`config.mk`:
```
export PLATFORM = sky130hd
export DESIGN_NAME = mux_rr_arb_nch
export DESIGN_NICKNAME = d
export VERILOG_FILES = /design/src/rtl/mux_rr_arb_nch.sv
export SDC_FILE = /design/constraint.sdc
export NUM_CORES = 1
export LEC_CHECK = 0
export CAP_MARGIN = 10
export CORE_MARGIN = 5
export CORE_UTILIZATION = 35
export CTS_BUF_LIST = sky130_fd_sc_hd__clkbuf_4 sky130_fd_sc_hd__clkbuf_8 sky130_fd_sc_hd__clkbuf_16
export CTS_CLUSTER_DIAMETER = 50
export DETAILED_ROUTE_END_ITERATION = 12
export PLACE_DENSITY = 0.66
export SETUP_SLACK_MARGIN = 0.1
export SYNTH_ARGS = -nofsm -noshare
export SYNTH_HDL_FRONTEND = slang
export SYNTH_SLANG_ARGS = --single-unit
```
`constraint.sdc`:
```
create_clock -name clk -period 5.65 [get_ports clk]
set_input_delay 1.13 -clock clk [delete_from_list [all_inputs] [get_ports clk]]
set_output_delay 1.13 -clock clk [all_outputs]
set_load 0.03 [all_outputs]
```
`src/rtl/mux_rr_arb_nch.sv`:
```
// M-channel, N-bit registered mux with a round-robin arbiter and valid/ready on both sides.
// Optional transfer counter port xfer_cnt when MUX_RR_STATS_EN is defined.
module mux_rr_arb_nch #(
    parameter  int N  = 8,
    parameter  int M  = 8,
    localparam int SW = $clog2(M)
) (
    input  logic           clk,
    input  logic           rst,
    input  logic [M*N-1:0] in_data,
    input  logic [M-1:0]   in_valid,
    output logic [M-1:0]   in_ready,
    output logic [N-1:0]   out_data,
    output logic           out_valid,
    input  logic           out_ready,
    output logic [SW-1:0]  out_sel
`ifdef MUX_RR_STATS_EN
    ,
    output logic [15:0]    xfer_cnt
`endif
);

    logic [SW-1:0] r_ptr;
    logic [N-1:0]  r_out_data;
    logic [SW-1:0] r_out_sel;
    logic          r_out_valid;

    logic          w_load_en;
    logic          w_found;
    logic          w_xfer;
    logic [SW-1:0] w_gnt;
    logic [SW-1:0] w_ptr_nxt;
    logic [M-1:0]  w_onehot;
    logic [N-1:0]  w_data;
    int            w_j;

    // in_ready is also held low while reset is asserted, so no handshake can complete then.
    assign w_load_en = (!r_out_valid || out_ready) && !rst;
    assign w_xfer    = w_load_en && w_found;
    assign in_ready  = w_xfer ? w_onehot : '0;

    // Rotating priority search starting at r_ptr; wrap is done against M, not a power of 2.
    always_comb begin
        w_found   = 1'b0;
        w_gnt     = '0;
        w_ptr_nxt = '0;
        w_onehot  = '0;
        w_data    = '0;
        w_j       = 0;
        for (int k = 0; k < M; k++) begin
            w_j = int'(r_ptr) + k;
            if (w_j >= M) w_j = w_j - M;
            if (!w_found && in_valid[w_j]) begin
                w_found      = 1'b1;
                w_gnt        = SW'(w_j);
                w_onehot[w_j] = 1'b1;
                w_data       = in_data[w_j*N +: N];
                w_ptr_nxt    = (w_j == M-1) ? '0 : SW'(w_j + 1);
            end
        end
    end

    always_ff @(posedge clk or posedge rst) begin
        if (rst) begin
            r_ptr       <= '0;
            r_out_data  <= '0;
            r_out_sel   <= '0;
            r_out_valid <= 1'b0;
        end else if (w_xfer) begin
            r_ptr       <= w_ptr_nxt;
            r_out_data  <= w_data;
            r_out_sel   <= w_gnt;
            r_out_valid <= 1'b1;
        end else if (out_ready) begin
            r_out_valid <= 1'b0;
        end
    end

    assign out_data  = r_out_data;
    assign out_sel   = r_out_sel;
    assign out_valid = r_out_valid;

`ifdef MUX_RR_STATS_EN
    logic [15:0] r_xfer_cnt;

    always_ff @(posedge clk or posedge rst) begin
        if (rst)
            r_xfer_cnt <= '0;
        else if (r_out_valid && out_ready)
            r_xfer_cnt <= r_xfer_cnt + 16'd1;
    end

    assign xfer_cnt = r_xfer_cnt;
`endif

endmodule
```
### Word level (Yosys, flattened, before mapping)

Index checks and enable logic that the tools add are counted.

* add/subtract/negate cells: 23
* order comparisons: 24
* equality and inequality tests: 8
* shift-type cells: 8
* multiplexer cells: 99
* bitwise operators: 7
* reductions and logical operators: 28

Operators with widths (count)
* 64-bit by 32-bit variable part select with 8-bit output: 8
* 32-bit by 4-bit equality test with 1-bit output, second input constant: 8
* 32-bit by 1-bit greater-or-equal comparator with 1-bit output, second input constant: 8
* 32-bit by 5-bit less-than comparator with 1-bit output, second input constant: 8
* 32-bit two-way mux: 8
* 8-bit two-way mux: 17
* 3-bit two-way mux: 24
* 8-bit bitwise OR: 7
* 4-bit by 4-bit subtractor with 5-bit output, second input constant: 7
* 1-bit two-way mux: 34
* 4-bit greater-or-equal comparator, second input constant: 7
* 3-bit by 2-bit adder with 3-bit output, second input constant: 8
* 1-bit binary-select mux with 3-bit select: 8
* 1-bit demux with 3-bit select: 8
* 1-bit logical AND: 17
* 3-bit by 3-bit adder with 4-bit output, second input constant: 4
* 1-bit zero test: 9
* 3-bit by 2-bit adder with 4-bit output, second input constant: 2
* 3-bit by 4-bit subtractor with 5-bit output, second input constant: 1
* 3-bit by 1-bit adder with 4-bit output, second input constant: 1
* 3-bit by 4-bit greater-or-equal comparator with 1-bit output, second input constant: 1
* 2-bit nonzero test: 1
* 1-bit logical OR: 1

* register bits: 15

### Depth between registers and ports, before layout

* word-level depth: 29
* mapped depth: 17
* gate-level depth less buffers: 9

### Worst setup path before layout

Ideal clock, no wire load.

* path type: reg-to-output
* start: register r_ptr[0]
* end: output port in_ready[4]
* data arrival time: 4.477 ns
* setup slack: 0.043 ns
* stages on the path, launching flop included: 15
* path buffers: 5
* cells stage by stage: dfrtp_1 buf_4 inv_1 buf_2 buf_1 clkbuf_1 ha_1 buf_6 mux2_1 mux4_2 nor4_4 nand3_2 o21ai_1 o22ai_1 nor3_1

* longest elaborated chain between the ends: 29
* elaborated cells on any way between the ends: 134

Ends and longest elaborated chain
* start, declared: RTL line 23 `logic [SW-1:0] r_ptr;`
* start signal, assigned: RTL line 70 `r_ptr <= w_ptr_nxt;`
* parallel branches: the longest is 28 deep, another holds 32-bit by 1-bit greater-or-equal comparator with 1-bit output
* 8-bit two-way mux (*): RTL line 40 `assign in_ready = w_xfer ? w_onehot : '0;`
* end, declared: RTL line 12 `output logic [M-1:0] in_ready,`

Every way passes the cells marked *. The select of a mux whose other input is x is not followed.

### Worst setup path after layout

* start: register r_ptr[0]
* end: output port in_ready[2]

The elaborated chain is that of the path after synthesis.

==> results.md <==
- Outcome: complete, no violations
- Reg area: 380.4 um^2
- Crit path capture type: output pin
- # setup viols final: 0
- Starting DRC count in detailed routing: 707
- Netlist cell types: 71
- Layer carrying the most global-route usage: met2
- Synth async-reset ratio: 100.0%
- Hpwl dp: 17070 um
- Sequential area share after synthesis: 6.878%
- Initial DRT Pass Iterations: 6
- Post-Syn Nets: 701
- Hold WC Path Type: reg2reg
- DRT Wirelength: 22670 um
- Min Tclk post-route: 5369 ps
- Initial antenna violation count: 0
- Post-Place Worst Slack: 90.28 ps
- Clock Path Buffers: 2
- Worst-margin pin slew: 755.5 ps
- Share of cells above drive strength 1: 25.82%
- Antenna cells: 0
- Die area: 0.01819 mm^2
- Area after DPL: 0.006802 mm^2
- WP data arrival: 4240 ps
- Max cap viols: 0
- Slew margin rel.: 49.64%
- Initial Util: 35.77%
- Core footprint: 0.01526 mm^2
- Avg Cell Area, Syn: 8.903 um^2
- Total global-route track usage: 24.37%
- Final Hold Fails: 0
- Clk sinks: 15
- Crit path max fanout: 29
- Chip width: 134.9 um
- Worst Setup Slack, final: 281.4 ps
- CP Class: reg2out
- Clk Latency, worst-skew pair: 250 ps
- Final ANT Viol Nets: 0
- Mapped Area: 0.005458 mm^2
- Global routing usage on met2: 39.99%
- Fmax: 186.3 MHz
- Detail-routed via count per cell: 6.584
- # rows: 45
- Drt wl/cell: 24.85 um
- Vias: 6005
- Final #Nets: 790
- Area of the multi-input gates: 0.004762 mm^2
- Final instance area: 0.006893 mm^2
- Top_reg_cell synth: dfrtp_1
- Global-route wire length before repair: 34760 um
- Largest net degree at the start of global routing: 56
- Slew Limit Fails: 0
- Final core utilization: 45.17%
- Fill cells: 1489
- Clock slew at reported path FFs: 60 ps
- GRT Residual Overflow: 0
- Clk_skew: 7.456 ps
- CTS root buffer: clkbuf_16
- Chip Height: 134.9 um
- Port Buffers: 94
- Req. time, crit path: 4520 ps
- Crit share post-route: 95.02%
- Flops & latches, synth: 15
- CP startpoint kind: flop
- Setup TNS: 0 ps
- GR met3 Demand/Resource: 3.614%
- Met1 usage: 33.19%
- Vias in the first global route: 5916
- # IOs: 95
- Drt drc: 0
- Area grow syn2layout: 26.30%
- CTS Buf Count: 3
- Final Wtd Congestion: 1.000
- Setup repair after global routing missed its margin: no
- Cell count after synthesis: 613
- Syn. warnings: 0
- # H-tree levels: 1
- CTS tree: built
- Post-synth EDFFs: 0
area by class of cell:
cell class / count / area share (%)
clock buffers: 4 / 1.198
inverters: 12 / 0.6535
multi-input cells: 525 / 69.09
flip-flops and latches: 15 / 5.518
well taps: 211 / 3.830
repair buffers: 145 / 19.71
path summary, 6_finish.rpt:
kind,startpoint,endpoint,slack [ps],cells past startpoint
max in group asynchronous,rst,r_ptr[1]$_DFFE_PP0P_,4140,3
worst max-delay path,r_ptr[0]$_DFFE_PP0P_,in_ready[2],280,13
worst min-delay path,out_data[0]$_DFFE_PP0P_,out_data[0]$_DFFE_PP0P_,480,2
worst max register to register,r_ptr[0]$_DFFE_PP0P_,out_data[0]$_DFFE_PP0P_,1500,12
worst min register to register,out_data[0]$_DFFE_PP0P_,out_data[0]$_DFFE_PP0P_,480,2
min in group asynchronous,rst,out_data[3]$_DFFE_PP0P_,1280,3
sequential cells by signal, summed over array words and instances (netlist names):
name,cells
out_valid,1
r_ptr,3
out_data,8
out_sel,3
cells by family after synthesis:
logic type | count (synthesis) | share of synthesized area (%)
XOR/XNOR | 3 | 0.6191
AO/OA/AOI/OAI | 162 | 20.40
buffers and inverters | 73 | 6.396
AND/OR/NAND/NOR | 209 | 18.57
adder cells (fa/ha/maj) | 13 | 2.980
flip-flops | 15 | 6.878
multiplexers | 138 | 44.15
worst max-delay path, cell delays in order (launching register included):
cell and delay (ps):
dfrtp_4 660, inv_1 150, ha_2 460, buf_4 410, mux2i_1 310, mux4_2 360, buf_4 190, nand4_2 180
nor3_1 320, buf_4 200, nand2_1 100, a31o_2 220, a21oi_1 250, buf_12 160
stage by stage:
step	hold WS [ps]	std cells
2_1_floorplan	648.6	613
3_5_place_dp	476.0	908
6_report	483.4	912
3_3_place_gp	467.0	908
4_1_cts	487.9	912
5_1_grt	526.7	912
cells in the mapped netlist, types with 8 or more instances:
cell type,instances,share of area [%]
clkbuf_1,25,1.7
ha_1,13,3.0
and2_1,10,1.1
a31oi_1,16,1.8
mux2i_1,45,8.3
mux4_2,80,33
nor2_1,28,1.9
dfrtp_1,15,6.9
a21oi_1,35,3.2
nand3_1,8,0.73
nand2_1,108,7.4
and3_1,8,0.92
o21ai_0,25,2.3
o22ai_1,10,1.1
buf_2,24,2.2
a22oi_1,9,1.2
nor3_1,16,1.5
mux2_2,11,2.3
cell usage in the layout, fill, tap and decap left out, types with 7 or more instances in the layout:
| cell type | netlist | final |
|---|---|---|
| and3_1 | 8 | 8 |
| o211ai_1 | 7 | 7 |
| clkdlybuf4s50_1 | 0 | 86 |
| nand3_1 | 8 | 8 |
| o22ai_1 | 10 | 10 |
| mux4_2 | 80 | 80 |
| dfrtp_1 | 15 | 13 |
| nor2_1 | 28 | 28 |
| nor3_1 | 16 | 12 |
| nand2_1 | 108 | 108 |
| inv_1 | 7 | 7 |
| mux2_2 | 11 | 11 |
| mux2i_1 | 45 | 45 |
| a22oi_1 | 9 | 9 |
| o21ai_0 | 25 | 25 |
| ha_1 | 13 | 12 |
| buf_4 | 3 | 54 |
| a31oi_1 | 16 | 16 |
| and2_1 | 10 | 10 |
| a21oi_1 | 35 | 35 |
routing by layer:
layer	part of all wire [%]	up-vias
li1	-	2625
met1	41	2978
met2	47	350
met3	7.9	52
met4	3.4	0
met5	0	-
repair_timing:
action,CTS,global route
hold buffers,0,0
setup endpoints to repair,1,1
setup buffers,0,0
resized for setup,1,1
Power is left out: the tool's default activity adds up to more than one toggle a clock period on the data nets, which glitch-free logic cannot reach.
